===== src/rtl/serial_subtractor.sv =====
// rtl/serial_subtractor.sv - bit-serial subtractor, one bit per clock, LSB first
// Optional signed overflow output enabled by defining SERIAL_SUB_SIGNED_OVF_EN.
module serial_subtractor #(
    parameter int WIDTH = 8
) (
    input  logic             clk,
    input  logic             rst_n,
    input  logic             start,
    input  logic [WIDTH-1:0] a,
    input  logic [WIDTH-1:0] b,
    output logic [WIDTH-1:0] diff,
    output logic             borrow_out,
    output logic             busy,
    output logic             done
`ifdef SERIAL_SUB_SIGNED_OVF_EN
    ,
    output logic             ovf
`endif
);

    localparam int CW = $clog2(WIDTH);

    typedef enum logic [1:0] {
        IDLE  = 2'd0,
        SHIFT = 2'd1,
        DONE  = 2'd2
    } state_t;

    state_t           state_q, state_d;
    logic [WIDTH-1:0] a_sh_q, a_sh_d;
    logic [WIDTH-1:0] b_sh_q, b_sh_d;
    logic [WIDTH-1:0] res_q, res_d;
    logic [WIDTH-1:0] diff_q, diff_d;
    logic [CW-1:0]    cnt_q, cnt_d;
    logic             br_q, br_d;
    logic             borrow_q, borrow_d;
    logic             busy_q, busy_d;
    logic             done_q, done_d;
    logic             d_bit, br_nxt;
`ifdef SERIAL_SUB_SIGNED_OVF_EN
    logic             ovf_q, ovf_d;
`endif

    // Full-subtractor stage on the current LSBs.
    assign d_bit  = a_sh_q[0] ^ b_sh_q[0] ^ br_q;
    assign br_nxt = (~a_sh_q[0] & b_sh_q[0]) | (~(a_sh_q[0] ^ b_sh_q[0]) & br_q);

    always_comb begin
        state_d  = state_q;
        a_sh_d   = a_sh_q;
        b_sh_d   = b_sh_q;
        res_d    = res_q;
        diff_d   = diff_q;
        cnt_d    = cnt_q;
        br_d     = br_q;
        borrow_d = borrow_q;
`ifdef SERIAL_SUB_SIGNED_OVF_EN
        ovf_d    = ovf_q;
`endif
        case (state_q)
            IDLE: begin
                if (start) begin
                    a_sh_d  = a;
                    b_sh_d  = b;
                    br_d    = 1'b0;
                    cnt_d   = '0;
                    state_d = SHIFT;
                end
            end
            SHIFT: begin
                res_d  = {d_bit, res_q[WIDTH-1:1]};
                a_sh_d = a_sh_q >> 1;
                b_sh_d = b_sh_q >> 1;
                br_d   = br_nxt;
                cnt_d  = cnt_q + CW'(1);
                if (cnt_q == CW'(WIDTH - 1)) begin
                    // Last bit: the operand LSBs are now the original MSBs.
                    diff_d   = {d_bit, res_q[WIDTH-1:1]};
                    borrow_d = br_nxt;
`ifdef SERIAL_SUB_SIGNED_OVF_EN
                    ovf_d    = (a_sh_q[0] != b_sh_q[0]) && (d_bit != a_sh_q[0]);
`endif
                    state_d  = DONE;
                end
            end
            DONE:    state_d = IDLE;
            default: state_d = IDLE;
        endcase
        busy_d = (state_d != IDLE);
        done_d = (state_d == DONE);
    end

    always_ff @(posedge clk or negedge rst_n) begin
        if (!rst_n) begin
            state_q  <= IDLE;
            a_sh_q   <= '0;
            b_sh_q   <= '0;
            res_q    <= '0;
            diff_q   <= '0;
            cnt_q    <= '0;
            br_q     <= 1'b0;
            borrow_q <= 1'b0;
            busy_q   <= 1'b0;
            done_q   <= 1'b0;
`ifdef SERIAL_SUB_SIGNED_OVF_EN
            ovf_q    <= 1'b0;
`endif
        end else begin
            state_q  <= state_d;
            a_sh_q   <= a_sh_d;
            b_sh_q   <= b_sh_d;
            res_q    <= res_d;
            diff_q   <= diff_d;
            cnt_q    <= cnt_d;
            br_q     <= br_d;
            borrow_q <= borrow_d;
            busy_q   <= busy_d;
            done_q   <= done_d;
`ifdef SERIAL_SUB_SIGNED_OVF_EN
            ovf_q    <= ovf_d;
`endif
        end
    end

    assign diff       = diff_q;
    assign borrow_out = borrow_q;
    assign busy       = busy_q;
    assign done       = done_q;
`ifdef SERIAL_SUB_SIGNED_OVF_EN
    assign ovf        = ovf_q;
`endif

endmodule


===== config.mk =====
export PLATFORM = sky130hd
export DESIGN_NAME = serial_subtractor
export DESIGN_NICKNAME = d
export VERILOG_FILES = /design/src/rtl/serial_subtractor.sv
export SDC_FILE = /design/constraint.sdc
export NUM_CORES = 1
export LEC_CHECK = 0
export ABC_CLOCK_PERIOD_IN_PS = 2500
export BUFFER_PORTS_ARGS = -buffer_cell sky130_fd_sc_hd__clkbuf_2
export CORE_ASPECT_RATIO = 1.25
export CORE_MARGIN = 5
export CORE_UTILIZATION = 58
export CTS_CLUSTER_SIZE = 10
export DETAILED_ROUTE_END_ITERATION = 7
export PLACE_DENSITY = 0.86
export SETUP_SLACK_MARGIN = 0.02
export SLEW_MARGIN = 5
export SYNTH_ARGS = -nofsm -noshare
export SYNTH_HDL_FRONTEND = slang
export SYNTH_SLANG_ARGS = --single-unit

===== constraint.sdc =====
create_clock -name clk -period 2.5 [get_ports clk]
set_input_delay 0.125 -clock clk [delete_from_list [all_inputs] [get_ports clk]]
set_output_delay 0.125 -clock clk [all_outputs]
set_load 0.05 [all_outputs]

After elaboration in Yosys (flattened, before gate mapping). Index checks and enable logic that the tools add are counted.

Reduce and logical (&&, ||, !) cells: 5. Bitwise gates (word level): 7. Add/sub/neg operators: 1. Equal/unequal tests: 4. Multiplexer cells: 11.

Operators by type and width (number): case mux 8 bit (2 select lines) (2); two-way mux 8 bit (2); case mux 3 bit (2 select lines) (1); two-way mux 2 bit (2); case mux 2 bit (2 select lines) (1); AND reduction 2 bit (2); nonzero test 2 bit (2); adder 3 x 1 -> 3 bit, second input constant (1); == test 3 bit, second input constant (1); two-way mux 3 bit (1); bitwise AND 1 bit (2); == test 2 x 1 -> 1 bit, second input constant (1); == test 2 bit, second input constant (1); logical NOT 2 bit (1); inequality test 2 bit, second input constant (1); NOT 1 bit (2); case mux 1 bit (2 select lines) (1); XOR 1 bit (2); two-way mux 1 bit (1); bitwise OR 1 bit (1).

Bits in registers: 41. Word-level logic and storage cells: 38. Input bits: 19.

Depth between registers and ports, before layout. Gate-level depths: netlist (run 1).

Depth in word-level cells: 5. Mapped depth: 5. Depth with buffers taken out: 4.

Worst setup path before layout (run 1). OpenSTA, ideal clock, no wires.

Path type: flip-flop to flip-flop. From: register cnt_q[0]. To: register borrow_q, in the netlist borrow_out. Arrival: 1380 ps. Cell stages (with the launch flop): 6. Data required time: 2375 ps. Slack: 996 ps. Cell sequence: dfrtp_1 ha_1 ha_1 nand3b_1 buf_2 mux2_2.

Cells in the longest elaborated chain, start to end: 2.

RTL lines: start, declared (RTL line 34) `logic [CW-1:0] cnt_q, cnt_d;`; start signal, assigned (RTL line 114) `cnt_q <= cnt_d;`; == test 3 bit (RTL line 76) `if (cnt_q == CW'(WIDTH - 1)) begin`; AND reduction 2 bit (no source line); end signal, assigned (RTL line 116) `borrow_q <= borrow_d;`; end, declared (RTL line 36) `logic borrow_q, borrow_d;`.

No other way between the ends. A chain may end at the register's enable or synchronous reset.

Worst setup path in the final report (run 1).
From: register state_q[1]. To: register diff_q[6], in the netlist diff[6].

Cells in the longest elaborated chain, start to end: 2.

RTL lines: start, declared (RTL line 29) `state_t state_q, state_d;`; start signal, assigned (RTL line 109) `state_q <= state_d;`; == test 2 x 1 -> 1 bit (RTL line 60) `case (state_q)`; AND reduction 2 bit (no source line); end signal, assigned (RTL line 113) `diff_q <= diff_d;`; end, declared (RTL line 33) `logic [WIDTH-1:0] diff_q, diff_d;`.

No other way between the ends.

==> flow_summary.ini, run 1 <==
[placed_design]
hpwl_um = 2140
gp_congestion = 0.855
port_buffers = 29
dp.cells = 188

[power_and_ir_drop]
switchingPower_uw = 1060
clock_power_share_pct = 15.6
intPower_uw = 1610
p_total_uw = 2670
power.leakage_uw = 0.000958
netSwitchingFraction_pct = 39.6
power_density_nw_per_um2 = 1400
comb_power_share_pct = 42.2
pwr-share-seq_pct = 42.1
vdd_drop_max_v = 0.000887

[routing]
wl_um = 3160
vias = 1128
drc = 0
drtPass1Iterations = 5
wl_per_cell_um = 16.0
ant_nets = 0
first_iter_violations = 91
via_per_inst = 5.73

[global_routing]
grt_pass1_vias = 1205
grt_max_degree = 41
track_usage_pct = 17.8
antenna_found_initial = 0
grt_pass1_wl_um = 5540
grt_overflow = 0

[cells_and_area]
final_cells = 197
drive_gt1_share_pct = 33.5
syn2layout_area_growth_pct = 12.7
num_antenna_cells = 0
final_nets = 182
nFillCells = 236

[floorplan]
io_pins = 30
die_w_um = 58.3
num_rows = 22
placeableCoreArea_um2 = 2860
start_util_pct = 59.0
dieArea_um2 = 4100
die_y_um = 70.3

[setup_path]
crit_chain = nand3b_1 -> mux2_2
slowest_stage = dfrtp_1
critPathArrivalTime_ns = 2.10
cp_num_buf_inv = 0
crit_path_end = diff[6]
worstSetupStartpointType = register
path_depth = 2
critPathTopFamily = flip-flops
crit_fanout = 21
reg2reg_depth = 2
worstSetupStartpoint = state_q[1]
rr_endpoint = diff[6]
r2r_start = state_q[1]
required_ns = 2.75
cp-end-kind = register
slowest_delay_ns = 0.80
criticalPathCategory = reg -> reg
rrSetupSlack_ns = 0.65

[clocking]
cts_sinks = 40
cts_buffers = 5
h-tree-depth = 2
path_clk_slew_ns = 0.12
clock_latency_ns = 0.35
cts_tree = yes
cts_root_buf = clkbuf_4
cts_max_path_buffers = 2
cts-resized-gates = 0

[yosys]
syn_nets = 154
yosysWarnings = 0
seq_area_frac_synth_pct = 59.3
synth_cells = 132
syn_area_um2 = 1690
synthArstFlopShare_pct = 100
syn_area_per_cell_um2 = 12.8
ys_types = 20
ys_ff_latch = 40
synth-edff-count = 0
ys.flop_type = dfrtp_1

[sta]
period_share_pct = 74.0
timing.final.hold_violations = 0
setup_viol = 0
slew_headroom_pct = 36.3
post-route-min-period_ns = 1.85
worstMarginPinSlew_ns = 0.955
finalHoldWorstSlack_ns = 0.0538
fin_worst_skew_ns = 0.00985
rsz0062_at_grt = no
slew_violations = 0
tns_ns = 0
fmax_ghz = 0.540

[outcome]
status = finished, final reports clean

[run]
max_cap_violations = 0

[worst_hold_path]
hold_path_depth = 3
hold_class = in -> reg
worst min-delay path: stages:
cell	delay (ns)
clkbuf_2	0.08
nor2_1	0.08
a222oi_1	0.09
how the worst min path moves through the flow:
| stage | startpoint | endpoint | slack [ns] |
|---|---|---|---|
| 2_1_floorplan | rst_n | a_sh_q[0] | -0.17 |
| 3_3_place_gp | rst_n | a_sh_q[3] | 0.30 |
| 3_5_place_dp | rst_n | a_sh_q[4] | 0.33 |
| 4_1_cts | b[0] | b_sh_q[0] | 0.04 |
| 5_1_grt | a[5] | a_sh_q[5] | 0.04 |
| 6_report | b[0] | b_sh_q[0] | 0.05 |
flip-flops by register name, summed over array words and instances (netlist names):
name / flops
borrow_out: 1
done: 1
state_q: 2
diff: 8
a_sh_q: 8
busy: 1
res_q: 7
cnt_q: 3
br_q: 1
b_sh_q: 8
logic make-up (layout without fill, tap and decap cells):
family	count (synthesis)	count (layout)	share of synthesized area, %
fa+ha+maj	3	3	2.67
buf+inv	30	59	8.74
simple gates	21	21	6.52
flops	40	40	59.3
compound gates	21	21	11.6
mux	17	17	11.2
per-stage QoR:
step / area (µm²) / utilization, % / worst slack (ns)
after CTS: 1900 / 66.4 / 0.548
after global placement: 1810 / 63.2 / 0.701
after global routing: 1900 / 66.5 / 0.525
final: 1900 / 66.5 / 0.649
after detailed placement: 1810 / 63.2 / 0.572
after floorplan: 1690 / - / 0.996
cells in the final DEF (no fill, tap or decap), drive strengths merged:
cell type | Yosys | layout
a222oi | 14 | 14
ha | 2 | 2
mux2 | 15 | 15
bufinv | 0 | 1
a21oi | 1 | 1
mux2i | 2 | 2
nand3b | 1 | 1
clkinvlp | 0 | 1
o311ai | 2 | 2
a22o | 3 | 3
dlygate4sd3 | 0 | 1
nor2b | 2 | 2
nor2 | 14 | 14
clkinv | 0 | 1
nand4bb | 2 | 2
clkbuf | 0 | 34
dfrtp | 40 | 40
fa | 1 | 1
inv | 21 | 21
nand2 | 2 | 2
o21bai | 1 | 1
cell type report:
type | count | area, µm² | area share (%)
flip-flops and latches | 40 | 1000 | 52.6
multi-input cells | 62 | 544 | 28.6
repair buffers | 30 | 155 | 8.15
inverters | 21 | 78.8 | 4.14
well taps | 36 | 45.0 | 2.37
clock inverters | 3 | 42.5 | 2.23
clock buffers | 5 | 37.5 | 1.97
metal layers:
layer | routed length (µm) | track usage [%] | vias to the layer above
met2 | 1580 | 26.7 | 45
met3 | 218 | 5.73 | 4
li1 | - | - | 525
met1 | 1320 | 22.6 | 554
met4 | 50 | 9.54 | 0
met5 | 0 | 0 | -
cell usage after synthesis, types with 3 or more instances:
library cell | count | area, µm²
buf_2 | 4 | 20.0
buf_6 | 3 | 33.8
a222oi_1 | 14 | 140
inv_1 | 21 | 78.8
a22o_1 | 3 | 26.3
mux2_2 | 15 | 169
nor2_1 | 14 | 52.6
dfrtp_1 | 40 | 1000
power by group through the flow:
stage	registers (µW)	logic [µW]	clock network, µW
global route	1170	1220	469
finish	1120	1130	418
floorplan	1360	690	0
detailed placement	1140	1130	0
global placement	1110	1090	0
CTS	1130	1140	431
timing repair:
action                                 4_1_cts  5_1_grt
hold buffers                                 1        0
endpoints found under the hold margin       40        0
setup buffers                                0        0
(Power assumes the default switching activity.)
==> run 2: changes to the inputs <==
- ABC_CLOCK_PERIOD_IN_PS: 2500 -> 1600
- CORE_UTILIZATION: 58 -> 49
- PLACE_DENSITY: 0.86 -> 0.78
- clock period: 2.5 -> 1.6 ns (I/O delays scaled with it)
==> flow_summary.ini, run 2 (synthesis results as in run 1) <==
[clocking]
cts_buffers = 5
path_clk_slew_ns = 0.07
cts_sinks = 40
cts_tree = yes
h-tree-depth = 2
cts_max_path_buffers = 2
cts_root_buf = clkbuf_8
clock_latency_ns = 0.28

[outcome]
status = finished, final reports clean

[global_routing]
grt_max_degree = 41
grt_pass1_wl_um = 5570
grt_overflow = 0
track_usage_pct = 14.9
grt_pass1_vias = 1255
antenna_found_initial = 0

[sta]
worstMarginPinSlew_ns = 0.509
slew_headroom_pct = 65.9
period_share_pct = 94.9
rsz0062_at_grt = yes
setup_viol = 0
slew_violations = 0
tns_ns = 0
post-route-min-period_ns = 1.52
fin_worst_skew_ns = 0.00408
timing.final.hold_violations = 0
fmax_ghz = 0.659

[setup_path]
critPathArrivalTime_ns = 1.69
criticalPathCategory = reg -> reg
crit_fanout = 11
rrSetupSlack_ns = 0.08
worstSetupStartpointType = register
required_ns = 1.77
reg2reg_depth = 5
rr_endpoint = diff[1]
cp-end-kind = register
r2r_start = cnt_q[0]

[routing]
wl_um = 3080
via_per_inst = 5.58
vias = 1150
first_iter_violations = 181
drc = 0
drtPass1Iterations = 4
ant_nets = 0
wl_per_cell_um = 15.0

[cells_and_area]
mostFrequentLayoutCells = 40 x dfrtp_1, 29 x clkbuf_2, 21 x inv_1, 15 x mux2_2
nFillCells = 292
num_antenna_cells = 0
final_nets = 190
layout_commonest_cell = dfrtp_1
drive_gt1_share_pct = 36.7
fin_area_um2 = 1990
syn2layout_area_growth_pct = 17.8

[floorplan]
dieArea_um2 = 4730
die_y_um = 75.6
num_rows = 23
start_util_pct = 51.5
placeableCoreArea_um2 = 3280
io_pins = 30
die_w_um = 62.5

[power_and_ir_drop]
power.leakage_uw = 0.00101
vdd_drop_max_v = 0.00126
power_density_nw_per_um2 = 2150

[worst_hold_path]
min_to = b_sh_q[3]
worst_hold_startpoint = b[3]
hold_class = in -> reg
hold_path_depth = 3

[placed_design]
dpl_cell_area_um2 = 1870
gp_congestion = 0.761
port_buffers = 29
hpwl_um = 2180

[run]
max_cap_violations = 0
## run 2: where the power goes
group	internal (µW)	switching [µW]	leakage, µW	total (µW)
combinational	800	1090	0.000477	1890
sequential	1490	232	0.000480	1720
clock	344	323	0.0000510	666
## run 2: what timing repair did
action | in CTS | in global routing
buffers inserted | 0 | 2
setup endpoints to repair | 5 | 8
gates resized for setup | 1 | 0
endpoints found under the hold margin | 40 | 0
pin swaps | 0 | 0
hold buffers | 1 | 0
## run 2: final cells by class
| type | instances | area (µm²) | area share (%) |
|---|---|---|---|
| flip-flops and latches | 40 | 1000 | 50.3 |
| clock buffers | 6 | 82.6 | 4.15 |
| repair buffers | 38 | 228 | 11.4 |
| inverters | 21 | 78.8 | 3.96 |
| clock inverters | 2 | 10.0 | 0.503 |
| well taps | 37 | 46.3 | 2.33 |
| multi-input cells | 62 | 543 | 27.3 |
## run 2: how the worst max path moves through the flow
stage,startpoint,endpoint
5_1_grt,cnt_q[0],diff[4]
6_report,cnt_q[0],diff[1]
3_3_place_gp,cnt_q[0],diff[1]
3_5_place_dp,state_q[0],a_sh_q[2]
4_1_cts,cnt_q[0],diff[1]
2_1_floorplan,cnt_q[0],borrow_out
## run 2: through the flow
stage / util (%) / hold WS [ns] / std cells / power [µW] / worst slack [ns]
global placement: 57.0 / 0.152 / 195 / 3520 / 0.108
global route: 60.6 / 0.0851 / 206 / 4610 / -0.00218
finish: 60.6 / 0.0862 / 206 / 4270 / 0.0823
CTS: 60.2 / 0.0704 / 204 / 4320 / 0.0466
detailed placement: 57.0 / 0.176 / 195 / 3630 / 0.0307
floorplan: - / -0.216 / 132 / 3210 / 0.0957
## run 2: worst max-delay path: stages (launching register included)
cell      delay [ns]
dfrtp_1         0.38
ha_1            0.20
ha_1            0.20
nand3b_1        0.14
buf_12          0.15
mux2_2          0.33
## run 2: routing by layer
metal | global-route usage (%) | share of wire (%) | up-vias
li1 | - | - | 532
met1 | 16.4 | 40 | 571
met2 | 26.6 | 53 | 43
met3 | 5.75 | 6.1 | 4
met4 | 5.66 | 1.2 | 0
met5 | 0 | 0 | -
